## src/rtl/nebula_sched_pkg.sv

```systemverilog
// Shared types for the Nebula dispatch scheduler: block payload, FSM states
// and payload widths.
package nebula_sched_pkg;

  localparam int unsigned ID_W    = 8;
  localparam int unsigned WORD_W  = 32;
  localparam int unsigned WORDS   = 4;

  typedef logic [WORDS-1:0][WORD_W-1:0] blk_data_t;

  typedef struct packed {
    logic [ID_W-1:0] id;
    blk_data_t       data;
  } block_t;

  localparam int unsigned BLOCK_W = $bits(block_t);

  typedef enum logic [1:0] {
    IDLE,
    PAR_DRAIN,
    PAR_RUN
  } sched_state_e;

endpackage

```

## src/rtl/nebula_dispatch_sched_if.sv

```systemverilog
// IFE-side and core-side signal bundle of the dispatch scheduler.
interface nebula_dispatch_sched_if;
  import nebula_sched_pkg::*;

  logic             ser_valid;
  logic             ser_ready;
  logic [ID_W-1:0]  ser_id;
  blk_data_t        ser_data;

  logic             par_valid;
  logic             par_ready;
  logic [ID_W-1:0]  par_id;
  blk_data_t        par_data0;
  blk_data_t        par_data1;

  logic [1:0]       core_busy;
  logic [1:0]       core_commit;
  logic [1:0]       core_valid;
  logic [ID_W-1:0]  core_id0;
  logic [ID_W-1:0]  core_id1;
  blk_data_t        core_data0;
  blk_data_t        core_data1;

  logic             commit_valid;
  logic [ID_W-1:0]  commit_id;
  logic             commit_par;
  logic             timeout_err;

  // Environment side: IFE plus the two cores.
  modport master (
    output ser_valid, ser_id, ser_data,
    output par_valid, par_id, par_data0, par_data1,
    output core_busy, core_commit,
    input  ser_ready, par_ready,
    input  core_valid, core_id0, core_id1, core_data0, core_data1,
    input  commit_valid, commit_id, commit_par, timeout_err
  );

  // Scheduler side.
  modport slave (
    input  ser_valid, ser_id, ser_data,
    input  par_valid, par_id, par_data0, par_data1,
    input  core_busy, core_commit,
    output ser_ready, par_ready,
    output core_valid, core_id0, core_id1, core_data0, core_data1,
    output commit_valid, commit_id, commit_par, timeout_err
  );

endinterface

```

## src/rtl/nebula_dispatch_sched_block_fifo.sv

```systemverilog
// Synchronous show-ahead FIFO of serial blocks; head is valid whenever !empty.
module sched_block_fifo
  import nebula_sched_pkg::*;
#(
  parameter int unsigned DEPTH = 4
) (
  input  logic   clk,
  input  logic   rst,
  input  logic   push,
  input  block_t push_blk,
  input  logic   pop,
  output block_t head,
  output logic   full,
  output logic   empty
);

  localparam int unsigned AW = (DEPTH > 1) ? $clog2(DEPTH) : 1;
  localparam int unsigned CW = AW + 1;

  block_t          mem [DEPTH];
  logic [AW-1:0]   wr_ptr;
  logic [AW-1:0]   rd_ptr;
  logic [CW-1:0]   count;
  logic            do_push_c;
  logic            do_pop_c;

  assign full      = (count == CW'(DEPTH));
  assign empty     = (count == '0);
  assign do_push_c = push && !full;
  assign do_pop_c  = pop && !empty;
  assign head      = mem[rd_ptr];

  // Storage carries no reset; occupancy is tracked by count alone.
  always_ff @(posedge clk) begin
    if (do_push_c) begin
      mem[wr_ptr] <= push_blk;
    end
  end

  // Power-of-two depth lets the pointers wrap naturally.
  always_ff @(posedge clk) begin
    if (rst) begin
      wr_ptr <= '0;
      rd_ptr <= '0;
      count  <= '0;
    end else begin
      if (do_push_c) begin
        wr_ptr <= wr_ptr + AW'(1);
      end
      if (do_pop_c) begin
        rd_ptr <= rd_ptr + AW'(1);
      end
      count <= count + CW'(do_push_c) - CW'(do_pop_c);
    end
  end

endmodule

```

## src/rtl/nebula_dispatch_sched.sv

```systemverilog
// Dispatch scheduler between the IFE and the two Nebula cores.
// Optional parallel-run watchdog enabled by defining DISPATCH_TIMEOUT_EN.
module nebula_dispatch_sched
  import nebula_sched_pkg::*;
#(
  parameter int unsigned FIFO_DEPTH     = 4,
  parameter int unsigned TIMEOUT_CYCLES = 1024
) (
  input logic                    clk,
  input logic                    rst,
  nebula_dispatch_sched_if.slave bus
);

  if (FIFO_DEPTH < 2 || (FIFO_DEPTH & (FIFO_DEPTH - 1)) != 0 || TIMEOUT_CYCLES == 0) begin : g_cfg_check
    $error("nebula_dispatch_sched: FIFO_DEPTH must be a power of two >= 2 and TIMEOUT_CYCLES > 0");
  end

  sched_state_e         state;
  logic [1:0]           inflight;
  logic [1:0]           core_valid_q;
  logic [1:0][ID_W-1:0] core_id_q;
  blk_data_t            core_data0_q;
  blk_data_t            core_data1_q;
  logic                 pend_valid;
  logic [ID_W-1:0]      pend_id;
  logic                 commit_valid_q;
  logic [ID_W-1:0]      commit_id_q;
  logic                 commit_par_q;
  logic                 par_ready_q;

  logic                 fifo_push_c;
  logic                 fifo_pop_c;
  logic                 fifo_full;
  logic                 fifo_empty;
  block_t               push_blk_c;
  block_t               fifo_head;

  logic [1:0]           free_c;
  logic [1:0]           done_c;
  logic [1:0]           set_c;
  logic [1:0]           inflight_nxt_c;
  logic                 par_go_c;
  logic                 ser_core_c;
  logic                 to_hit_c;

  assign push_blk_c  = '{id: bus.ser_id, data: bus.ser_data};
  assign fifo_push_c = bus.ser_valid && !fifo_full;

  sched_block_fifo #(
    .DEPTH (FIFO_DEPTH)
  ) u_fifo (
    .clk      (clk),
    .rst      (rst),
    .push     (fifo_push_c),
    .push_blk (push_blk_c),
    .pop      (fifo_pop_c),
    .head     (fifo_head),
    .full     (fifo_full),
    .empty    (fifo_empty)
  );

  // Dispatch decision; a held core-1 commit keeps core 1 unavailable.
  always_comb begin
    free_c         = ~bus.core_busy & ~inflight & {~pend_valid, 1'b1};
    done_c         = bus.core_commit & inflight;
    par_go_c       = 1'b0;
    fifo_pop_c     = 1'b0;
    ser_core_c     = 1'b0;
    set_c          = 2'b00;
    if ((state == IDLE || state == PAR_DRAIN) && bus.par_valid && (&free_c) && !to_hit_c) begin
      par_go_c = 1'b1;
      set_c    = 2'b11;
    end else if (state == IDLE && !bus.par_valid && !fifo_empty && (|free_c)) begin
      fifo_pop_c = 1'b1;
      ser_core_c = !free_c[0];
      set_c      = free_c[0] ? 2'b01 : 2'b10;
    end
    inflight_nxt_c = (inflight & ~done_c) | set_c;
    if (to_hit_c) begin
      inflight_nxt_c = 2'b00;
    end
  end

  always_ff @(posedge clk) begin
    if (rst) begin
      state          <= IDLE;
      inflight       <= '0;
      core_valid_q   <= '0;
      core_id_q      <= '0;
      core_data0_q   <= '0;
      core_data1_q   <= '0;
      pend_valid     <= 1'b0;
      pend_id        <= '0;
      commit_valid_q <= 1'b0;
      commit_id_q    <= '0;
      commit_par_q   <= 1'b0;
      par_ready_q    <= 1'b0;
    end else begin
      inflight       <= inflight_nxt_c;
      core_valid_q   <= set_c;
      par_ready_q    <= par_go_c;
      commit_valid_q <= 1'b0;
      commit_par_q   <= 1'b0;

      if (par_go_c) begin
        core_id_q    <= {bus.par_id, bus.par_id};
        core_data0_q <= bus.par_data0;
        core_data1_q <= bus.par_data1;
      end else if (fifo_pop_c) begin
        core_id_q[ser_core_c] <= fifo_head.id;
        if (ser_core_c) begin
          core_data1_q <= fifo_head.data;
        end else begin
          core_data0_q <= fifo_head.data;
        end
      end

      case (state)
        IDLE: begin
          if (par_go_c) begin
            state <= PAR_RUN;
          end else if (bus.par_valid) begin
            state <= PAR_DRAIN;
          end
        end
        PAR_DRAIN: begin
          if (par_go_c) begin
            state <= PAR_RUN;
          end else if (!bus.par_valid) begin
            state <= IDLE;
          end
        end
        PAR_RUN: begin
          // Both halves carry the pair id, so core 0's latched id is reported.
          if (inflight_nxt_c == 2'b00) begin
            state          <= IDLE;
            commit_valid_q <= 1'b1;
            commit_id_q    <= core_id_q[0];
            commit_par_q   <= 1'b1;
          end
        end
        default: state <= IDLE;
      endcase

      // Serial commits: core 0 wins a tie, core 1 is replayed next cycle.
      if (state != PAR_RUN) begin
        if (pend_valid) begin
          commit_valid_q <= 1'b1;
          commit_id_q    <= pend_id;
          pend_valid     <= 1'b0;
        end else if (done_c[0]) begin
          commit_valid_q <= 1'b1;
          commit_id_q    <= core_id_q[0];
          if (done_c[1]) begin
            pend_valid <= 1'b1;
            pend_id    <= core_id_q[1];
          end
        end else if (done_c[1]) begin
          commit_valid_q <= 1'b1;
          commit_id_q    <= core_id_q[1];
        end
      end

      if (to_hit_c) begin
        state          <= IDLE;
        commit_valid_q <= 1'b0;
        commit_par_q   <= 1'b0;
        pend_valid     <= 1'b0;
      end
    end
  end

`ifdef DISPATCH_TIMEOUT_EN
  localparam int unsigned TO_W = $clog2(TIMEOUT_CYCLES + 1);

  logic [TO_W-1:0] to_cnt;
  logic            to_err_q;

  assign to_hit_c = (state != IDLE) && (to_cnt == TO_W'(TIMEOUT_CYCLES - 1));

  // Counts every cycle spent waiting on a pair; restarts on each return to IDLE.
  always_ff @(posedge clk) begin
    if (rst) begin
      to_cnt   <= '0;
      to_err_q <= 1'b0;
    end else begin
      if (state == IDLE || to_hit_c) begin
        to_cnt <= '0;
      end else begin
        to_cnt <= to_cnt + TO_W'(1);
      end
      if (to_hit_c) begin
        to_err_q <= 1'b1;
      end
    end
  end

  assign bus.timeout_err = to_err_q;
`else
  assign to_hit_c        = 1'b0;
  assign bus.timeout_err = 1'b0;
`endif

  assign bus.ser_ready    = !fifo_full;
  assign bus.par_ready    = par_ready_q;
  assign bus.core_valid   = core_valid_q;
  assign bus.core_id0     = core_id_q[0];
  assign bus.core_id1     = core_id_q[1];
  assign bus.core_data0   = core_data0_q;
  assign bus.core_data1   = core_data1_q;
  assign bus.commit_valid = commit_valid_q;
  assign bus.commit_id    = commit_id_q;
  assign bus.commit_par   = commit_par_q;

endmodule

```

## src/flat_wrapper.sv

```systemverilog
// flat-port wrapper written by rule: the top's interface ports become plain ports
module nebula_dispatch_sched_flat import nebula_sched_pkg::*;
#(
  parameter int unsigned FIFO_DEPTH     = 4,
  parameter int unsigned TIMEOUT_CYCLES = 1024
)
  (clk, rst, bus_ser_valid, bus_ser_id, bus_ser_data, bus_par_valid, bus_par_id, bus_par_data0, bus_par_data1, bus_core_busy, bus_core_commit, bus_ser_ready, bus_par_ready, bus_core_valid, bus_core_id0, bus_core_id1, bus_core_data0, bus_core_data1, bus_commit_valid, bus_commit_id, bus_commit_par, bus_timeout_err);
  nebula_dispatch_sched_if bus_i ();
  input logic clk;
  input logic rst;
  input wire logic [$bits(bus_i.ser_valid)-1:0] bus_ser_valid;
  input wire logic [$bits(bus_i.ser_id)-1:0] bus_ser_id;
  input wire logic [$bits(bus_i.ser_data)-1:0] bus_ser_data;
  input wire logic [$bits(bus_i.par_valid)-1:0] bus_par_valid;
  input wire logic [$bits(bus_i.par_id)-1:0] bus_par_id;
  input wire logic [$bits(bus_i.par_data0)-1:0] bus_par_data0;
  input wire logic [$bits(bus_i.par_data1)-1:0] bus_par_data1;
  input wire logic [$bits(bus_i.core_busy)-1:0] bus_core_busy;
  input wire logic [$bits(bus_i.core_commit)-1:0] bus_core_commit;
  output wire logic [$bits(bus_i.ser_ready)-1:0] bus_ser_ready;
  output wire logic [$bits(bus_i.par_ready)-1:0] bus_par_ready;
  output wire logic [$bits(bus_i.core_valid)-1:0] bus_core_valid;
  output wire logic [$bits(bus_i.core_id0)-1:0] bus_core_id0;
  output wire logic [$bits(bus_i.core_id1)-1:0] bus_core_id1;
  output wire logic [$bits(bus_i.core_data0)-1:0] bus_core_data0;
  output wire logic [$bits(bus_i.core_data1)-1:0] bus_core_data1;
  output wire logic [$bits(bus_i.commit_valid)-1:0] bus_commit_valid;
  output wire logic [$bits(bus_i.commit_id)-1:0] bus_commit_id;
  output wire logic [$bits(bus_i.commit_par)-1:0] bus_commit_par;
  output wire logic [$bits(bus_i.timeout_err)-1:0] bus_timeout_err;
  assign bus_i.ser_valid = bus_ser_valid;
  assign bus_i.ser_id = bus_ser_id;
  assign bus_i.ser_data = bus_ser_data;
  assign bus_i.par_valid = bus_par_valid;
  assign bus_i.par_id = bus_par_id;
  assign bus_i.par_data0 = bus_par_data0;
  assign bus_i.par_data1 = bus_par_data1;
  assign bus_i.core_busy = bus_core_busy;
  assign bus_i.core_commit = bus_core_commit;
  assign bus_ser_ready = bus_i.ser_ready;
  assign bus_par_ready = bus_i.par_ready;
  assign bus_core_valid = bus_i.core_valid;
  assign bus_core_id0 = bus_i.core_id0;
  assign bus_core_id1 = bus_i.core_id1;
  assign bus_core_data0 = bus_i.core_data0;
  assign bus_core_data1 = bus_i.core_data1;
  assign bus_commit_valid = bus_i.commit_valid;
  assign bus_commit_id = bus_i.commit_id;
  assign bus_commit_par = bus_i.commit_par;
  assign bus_timeout_err = bus_i.timeout_err;
  nebula_dispatch_sched #(.FIFO_DEPTH(FIFO_DEPTH), .TIMEOUT_CYCLES(TIMEOUT_CYCLES)) u_core (.clk(clk), .rst(rst), .bus(bus_i));
endmodule
```

## config.mk

```make
export PLATFORM = sky130hd
export DESIGN_NAME = nebula_dispatch_sched_flat
export DESIGN_NICKNAME = d
export VERILOG_FILES = /design/src/rtl/nebula_sched_pkg.sv /design/src/rtl/nebula_dispatch_sched_if.sv /design/src/rtl/nebula_dispatch_sched_block_fifo.sv /design/src/rtl/nebula_dispatch_sched.sv /design/src/flat_wrapper.sv
export SDC_FILE = /design/constraint.sdc
export NUM_CORES = 1
export LEC_CHECK = 0
export BUFFER_PORTS_ARGS = -buffer_cell sky130_fd_sc_hd__buf_2
export CAP_MARGIN = 40
export CORE_AREA = 2 2 268 270
export CTS_CLUSTER_SIZE = 25
export DETAILED_ROUTE_END_ITERATION = 7
export DIE_AREA = 0 0 270 272
export GPL_ROUTABILITY_DRIVEN = 0
export GPL_TIMING_DRIVEN = 0
export PLACE_DENSITY = 0.71
export SLEW_MARGIN = 15
export SYNTH_ARGS = -nofsm -noshare
export SYNTH_HDL_FRONTEND = slang
export SYNTH_HIERARCHICAL = 1
export SYNTH_SLANG_ARGS = --single-unit
```

## constraint.sdc

```tcl
create_clock -name clk -period 7.2 [get_ports clk]
set_clock_uncertainty 0.1 [all_clocks]
set_input_delay 1.08 -clock clk [delete_from_list [all_inputs] [get_ports clk]]
set_output_delay 1.08 -clock clk [all_outputs]
set_load 0.05 [all_outputs]
```

==> flow_summary_export.csv, run 1 <==
group,metric,value,unit
finish,post-route-util,57.8,%
setup_path,crit_type,"primary input to flip-flop",
synthesis,ys_types,54,
finish,nNetsFinal,3378,
setup_path,r2r_slack,3140,ps
sta,maxSlewHeadroom,42.1,%
synthesis,synth_edf_count,544,
floorplanning,core_area,70800,sq um
flow_run,cap_violations,0,
drt,route.detailed.drc,0,
sta,drv_slew,0,
finish,final_common_cell,"buf_2",
worst_hold_path,hold_class,"flip-flop to flip-flop",
drt,viasPerCell,5.93,
power,p_seq_share,43.4,%
floorplanning,die_h,272,um
synthesis,yosysWarningCount,6,
setup_path,cp_slowest_stage_delay,680,ps
synthesis,synthSimpleGateAreaFrac,10.6,%
clock_network,cts_tree,"built",
sta,final_hold_viol_count,0,
floorplanning,io-pin-count,695,
floorplanning,start_util,46.5,%
drt,ant_nets,0,
clock_network,cts_hold_buf,0,
drt,first_pass_iters,6,
clock_network,cts-resized-gates,0,
setup_path,cp_data_arrival_time,4670,ps
setup_path,r2r_start,"u_core/u_fifo/count[1]",
clock_network,htreeDepth,3,
global_route,grt_max_degree,50,
worst_hold_path,min_from,"u_core/bus.core_data1[42]",
sta,setup_viol_count_final,0,
global_route,grt_pass1_wl,152,mm
global_route,overflow,0,
setup_path,ff2ff_path_depth,16,
placed_design,portBuffers,691,
global_route,grt_pass1_vias,23500,
power,p_sw_share,32.7,%
worst_hold_path,holdPathStages,2,
sta,fmax,237,MHz
synthesis,synth_top_cell_area_share,49.6,%
power,p_clk_share,31.8,%
power,power_density,342,nW/um^2
status,status,"complete, no violations",
power,p_sw,4.57,mW
drt,num_vias,23800,
synthesis,ys_seq_elements,851,
synthesis,postSynthCellCount,2160,
synthesis,synth_xor_area_share,0.0532,%
setup_path,crit_path_cell_trace,"buf_2 -> or2_2 -> clkbuf_1 -> clkbuf_1 -> clkbuf_1 -> a21oi_1 -> o31ai_1 -> inv_1 -> ha_1 -> inv_1 -> ha_1 -> inv_1 -> fa_1 -> xor2_1 -> and2_1 -> nor3_1",
synthesis,synth_fp_nets,2575,
finish,most-common-layout-cells,"723 x buf_2, 544 x edfxtp_1, 307 x dfxtp_1, 288 x nor2_1, 136 x mux4_2",
drt,drtIter0Drc,2965,
setup_path,critPathLaunchType,"primary input",
setup_path,slowest_stage,"clkbuf_1",
floorplanning,die_w,270,um
global_route,antenna_found_initial,39,
clock_network,clock-sinks,851,
setup_path,required,7650,ps
sta,rsz0062_at_grt,"false",
sta,finalCritPeriodShare,58.6,%
synthesis,syn_area_per_cell,15.2,sq um
synthesis,ys.flop_type,"edfxtp_1",
synthesis,async_reset_ff_share,0,%
power,power_frac_comb,24.8,%
finish,fillers,5595,
synthesis,synth_top_family_by_area,"simple AND/OR/NAND/NOR gates",
clock_network,insertion_delay,640,ps
clock_network,post_cts.repair.setup_buffers,0,
synthesis,synth_compound_area_share,8.22,%
setup_path,end_kind,"flip-flop",
drt,routedWlPerCell,26.4,um
sta,whs,357,ps
floorplanning,dieArea,73400,sq um
synthesis,synth-seq-area-share,68.3,%
synthesis,synth.area.mux_share,9.58,%
synthesis,yosys.area.top_type,"edfxtp_1",
clock_network,cts_root_buf,"clkbuf_16",
clock_network,cts_buffers,87,
setup_path,critPathMaxFanout,10,
finish,areaGrowthSynthToFinish,24.2,%
power,p_int,9.40,mW
sta,fin_crit,4220,ps
finish,layout-drive-gt1-share,37.9,%
power,power.leakage,14.8,nW
synthesis,synthAdderAreaFrac,0.289,%
clock_network,clk_pin_slew_worst_paths,60,ps
power,irDropWorstVdd,0.209,mV
worst_hold_path,min_to,"u_core/bus.core_data1[42]",
clock_network,cts_buffer_depth,3,
drt,detail_route.wirelength,106,mm
sta,worst_slew_pin_slew,868,ps
synthesis,synth_area,32900,sq um
synthesis,ys_top_cells_by_area,"edfxtp_1 50%, dfxtp_1 19%, mux4_2 9.3%",
global_route,grt_use_total,27.9,%
placed_design,dp_hpwl,77.6,mm
floorplanning,fp-row-count,98,
setup_path,r2r-end,"u_core/u_fifo/count[2]",
[cells by family after synthesis]
kind of cell / Yosys count
flops: 851
simple gates: 619
compound gates: 343
buf+inv: 192
mux: 145
fa+ha+maj: 7
xor+xnor: 2
other cells: 1
[critical path, delay by kind of cell]
family,cells,cell delay (ps)
fa+ha+maj,3,810
xor+xnor,1,160
buf+inv,7,1810
simple gates,3,450
compound gates,2,350
[registers in the layout, summed over array words and instances (netlist names), named ones only]
name and count:
u_core/bus.core_data1 128, u_core/u_fifo/rd_ptr 2, u_core/bus.core_id1 8, u_core/bus.core_id0 8, u_core/u_fifo/mem 544, u_core/bus.commit_valid 1, u_core/bus.commit_par 1, u_core/u_fifo/count 3
u_core/bus.core_valid 2, u_core/pend_id 8, u_core/inflight 2, u_core/bus.core_data0 128, u_core/u_fifo/wr_ptr 2, u_core/bus.commit_id 8, u_core/pend_valid 1, u_core/state 2
u_core/bus.par_ready 1
[metal layers]
metal	routed length [um]	vias to the layer above	GRT usage (%)
met4	4330	22	12.1
met2	50900	1450	44.7
met1	40400	11900	36.9
met3	10100	291	6.34
li1	-	10100	-
met5	158	-	0
[cell usage after synthesis, drive strengths merged, types with 7 or more instances]
cell and count:
nand2 33, nor4 114, nand3 18, clkbuf 106
buf 69, dfxtp 307, o2bb2ai 126, mux2i 9
o21ai 16, a311oi 9, a22oi 126, a21oi 19
nor3 138, mux4 136, inv 17, a211oi 9
edfxtp 544, o32ai 16, nor2 289, a2111oi 7
[worst max-delay path by stage]
stage / from / to / slack [ps] / cells after the start
after floorplan: bus_ser_valid / u_core/u_fifo/mem[0][0] / 1930 / 4
after global placement: bus_ser_valid / u_core/u_fifo/mem[0][80] / -820 / 5
after detailed placement: bus_core_busy[0] / u_core/u_fifo/count[2] / 2410 / 16
after CTS: bus_core_busy[0] / u_core/u_fifo/count[2] / 3060 / 16
after global routing: bus_core_busy[0] / u_core/u_fifo/count[2] / 2870 / 16
final: bus_core_busy[0] / u_core/u_fifo/count[2] / 2980 / 16
[power by group through the flow]
stage | sequential (mW) | clock (mW) | combinational [mW]
finish | 6.06 | 4.44 | 3.47
global route | 6.11 | 4.68 | 3.63
CTS | 6.06 | 4.49 | 3.44
detailed placement | 6.16 | 0 | 3.43
global placement | 6.23 | 0 | 3.30
floorplan | 6.95 | 0 | 1.44
[layout make-up]
class	instances	area [sq um]	share of cell area [%]
well taps	950	1190	2.91
repair buffers	714	3890	9.52
clock buffers	114	2320	5.67
inverters	17	63.8	0.156
diodes	26	65.1	0.159
plain buffers	175	911	2.23
clock inverters	48	482	1.18
flip-flops and latches	851	22500	55.0
multi-input cells	1117	9490	23.2
[through the flow]
stage                     cells  setup slack [ps]  total power [mW]  cell area (sq um)  TNS [ps]
final                      4012              2980              14.0              40900         0
after global routing       4010              2870              14.4              40900         0
after CTS                  3981              3060              14.0              40800         0
after detailed placement   3819              2410              9.59              38000         0
after global placement     3801              -822              9.52              37600   -431880
after floorplan            2160              1930              8.40              32900         0
(Power assumes the default switching activity.)
==> inputs of run 2 (changes only) <==
--- a/config.mk
+++ b/config.mk
@@ -5,15 +5,16 @@
 export SDC_FILE = /design/constraint.sdc
 export NUM_CORES = 1
 export LEC_CHECK = 0
+export ABC_AREA = 1
 export BUFFER_PORTS_ARGS = -buffer_cell sky130_fd_sc_hd__buf_2
 export CAP_MARGIN = 40
-export CORE_AREA = 2 2 268 270
+export CORE_AREA = 2 2 270 272
 export CTS_CLUSTER_SIZE = 25
 export DETAILED_ROUTE_END_ITERATION = 7
-export DIE_AREA = 0 0 270 272
+export DIE_AREA = 0 0 272 274
 export GPL_ROUTABILITY_DRIVEN = 0
 export GPL_TIMING_DRIVEN = 0
-export PLACE_DENSITY = 0.71
+export PLACE_DENSITY = 0.72
 export SLEW_MARGIN = 15
 export SYNTH_ARGS = -nofsm -noshare
 export SYNTH_HDL_FRONTEND = slang
==> constraint.sdc (replaced) <==
create_clock -name clk -period 3.5 [get_ports clk]
set_clock_uncertainty 0.1 [all_clocks]
set_input_delay 0.525 -clock clk [delete_from_list [all_inputs] [get_ports clk]]
set_output_delay 0.525 -clock clk [all_outputs]
set_load 0.05 [all_outputs]
==> run 2 against run 1 <==
Effect of this change: non-clock buffer count rose by 201; largest cell class unchanged; count of clock-buffer cells in the layout increased by 15; register-to-register slack lost 2500 ps; final area is 3.4% higher.
==> flow_summary_export.csv, run 2 <==
group,metric,value,unit
status,status,"complete, no violations",
setup_path,critPathLaunchType,"primary input",
sta,fmax,299,MHz
global_route,antenna_found_initial,20,
synthesis,synth_common_cells,"557 x nand2_1, 544 x edfxtp_1, 465 x o21ai_0",
clock_network,htreeDepth,3,
synthesis,ys_seq_elements,851,
finish,largest_reg_flops,544,
global_route,grt_pass1_wl,180,mm
drt,drtIter0Drc,3933,
sta,rsz0062_at_grt,"false",
global_route,grt_use_total,33.3,%
clock_network,insertion_delay,640,ps
synthesis,yosysWarningCount,6,
drt,ant_nets,0,
power,p_sw,10.8,mW
synthesis,yosys.area.top_type,"edfxtp_1",
sta,worst_slew_pin_slew,917,ps
floorplanning,die_w,272,um
sta,drv_slew,0,
synthesis,synth_fp_nets,3403,
synthesis,synth_edf_count,544,
sta,fin_crit,3350,ps
sta,maxSlewHeadroom,38.8,%
floorplanning,core_area,72000,sq um
finish,areaGrowthSynthToFinish,29.4,%
power,power_frac_comb,27.8,%
setup_path,crit_type,"primary input to flip-flop",
setup_path,required,3950,ps
synthesis,syn_area_per_cell,10.9,sq um
synthesis,ys.flop_type,"edfxtp_1",
synthesis,async_reset_ff_share,0,%
placed_design,dpl_worst_slack,64.1,ps
power,irDropWorstVdd,0.423,mV
sta,final_hold_viol_count,0,
setup_path,cp_data_arrival_time,3800,ps
finish,final_common_cell,"buf_2",
global_route,grt_max_degree,26,
synthesis,postSynthCellCount,2988,
drt,routedWlPerCell,26.0,um
global_route,overflow,0,
power,p_sw_share,35.7,%
sta,finalCritPeriodShare,95.6,%
power,p_int,19.5,mW
clock_network,cts_buffers,87,
synthesis,synth_top_cell_area_share,50.0,%
global_route,grt_pass1_vias,27500,
floorplanning,start_util,45.4,%
drt,first_pass_iters,6,
clock_network,clk_pin_slew_worst_paths,60,ps
drt,viasPerCell,5.84,
placed_design,portBuffers,693,
synthesis,synth_area,32700,sq um
power,power.leakage,16.6,nW
finish,nNetsFinal,4351,
sta,setup_viol_count_final,0,
drt,detail_route.wirelength,129,mm
setup_path,end_kind,"flip-flop",
power,power_density,716,nW/um^2
synthesis,synth-seq-area-share,68.8,%
synthesis,ys_top_cells_by_area,"edfxtp_1 50%, dfxtp_1 19%, o21ai_0 7.1%",
floorplanning,fp-row-count,99,
synthesis,ys_types,31,
synthesis,synth_most_common_cell,"nand2_1",
power,p_clk_share,30.1,%
flow_run,cap_violations,0,
finish,layout-drive-gt1-share,24.9,%
finish,most-common-layout-cells,"765 x buf_2, 555 x nand2_1, 544 x edfxtp_1, 465 x o21ai_0, 307 x dfxtp_1",
clock_network,clock-sinks,851,
sta,setup_slack,153,ps
power,p_seq_share,42.1,%
drt,route.detailed.drc,0,
floorplanning,dieArea,74500,sq um
clock_network,cts_buffer_depth,3,
floorplanning,die_h,274,um
clock_network,cts_tree,"built",
drt,num_vias,29100,
setup_path,critPathMaxFanout,10,
sta,tns,0,ps
floorplanning,io-pin-count,695,
worst_hold_path,hold_class,"primary input to flip-flop",
clock_network,cts_root_buf,"clkbuf_16",
finish,largest_register,"u_core/u_fifo/mem",
placed_design,dp_hpwl,92.0,mm
run 2: changes by cell type in the layout (fill, tap and decap cells not counted), sizes merged, moves of 126 or more:
cell         change
o22ai          +135
a31oi          +272
nand2          +526
nor3           -134
mux4           -136
o21ai          +487
dlygate4sd3    +127
o2bb2ai        -126
run 2: timing repair:
item                                    in CTS  in global routing
buffers inserted                             0                  0
endpoints found under the setup margin       0                  1
endpoints found under the hold margin      499                  0
gates resized for setup                      0                  1
hold buffers                               127                  0
run 2: stage by stage:
| stage | util [%] | power (mW) | cells | area (sq um) | hold WS [ps] |
|---|---|---|---|---|---|
| 2_1_floorplan | - | 17.7 | 2988 | 32700 | 348 |
| 3_3_place_gp | 52.0 | 20.6 | 4640 | 37400 | 352 |
| 3_5_place_dp | 53.0 | 21.0 | 4679 | 38200 | 363 |
| 4_1_cts | 58.7 | 30.2 | 4967 | 42200 | 0.122 |
| 5_1_grt | 58.7 | 31.2 | 4974 | 42300 | 20.1 |
| 6_report | 58.8 | 30.3 | 4982 | 42300 | 32.3 |
run 2: final cells by class:
| cell class | count | area (sq um) |
|---|---|---|
| Fill cell | 6007 | 29700 |
| Sequential cell | 851 | 22500 |
| Multi-Input combinational cell | 1855 | 8900 |
| Timing Repair Buffer | 859 | 5510 |
| Clock buffer | 129 | 2540 |
| Tap cell | 959 | 1200 |
| Buffer | 231 | 1170 |
| Clock inverter | 32 | 269 |
| Inverter | 51 | 191 |
| Antenna cell | 15 | 37.5 |
run 2: worst paths after layout:
check / from / to / slack (ps) / cells after the start
worst max-delay path: rst / u_core/bus.core_data0[126] / 150 / 9
worst min-delay path: bus_ser_data[38] / u_core/u_fifo/mem[1][38] / 30 / 1
worst max register to register: flip-flop / u_core/bus.core_data0[88] / 610 / 7
worst min register to register: u_core/bus.core_data1[120] / u_core/bus.core_data1[120] / 380 / 2
run 2: power groups by stage:
stage                     combinational, mW  sequential [mW]  clock (mW)
final                                  8.41             12.7        9.11
after global placement                 7.59             13.0           0
after global routing                   8.77             12.8        9.59
after CTS                              8.27             12.7        9.17
after floorplan                        2.91             14.8           0
after detailed placement               8.10             12.9           0
run 2: cells by family after synthesis:
kind of cell,Yosys count,synth area share [%]
flip-flops,851,68.8
AND/OR/NAND/NOR,893,10.5
other,1,0.0115
adder cells (fa/ha/maj),7,0.291
AO/OA/AOI/OAI,954,16.3
buffers and inverters,282,4.15
run 2: routing by layer:
| layer | global-route usage [%] | wire, um | vias to the layer above |
|---|---|---|---|
| li1 | - | - | 12700 |
| met1 | 43.5 | 48300 | 14000 |
| met2 | 54.1 | 61000 | 2058 |
| met3 | 6.52 | 14500 | 317 |
| met4 | 15.0 | 5640 | 10 |
| met5 | 0 | 69 | - |
run 2: critical path: stages:
cell           delay (ps)
dlygate4sd3_1         580
buf_2                 160
clkbuf_1              280
buf_6                 250
clkinv_1              320
buf_2                 560
clkbuf_1              640
o21ai_0               250
a31oi_1               210
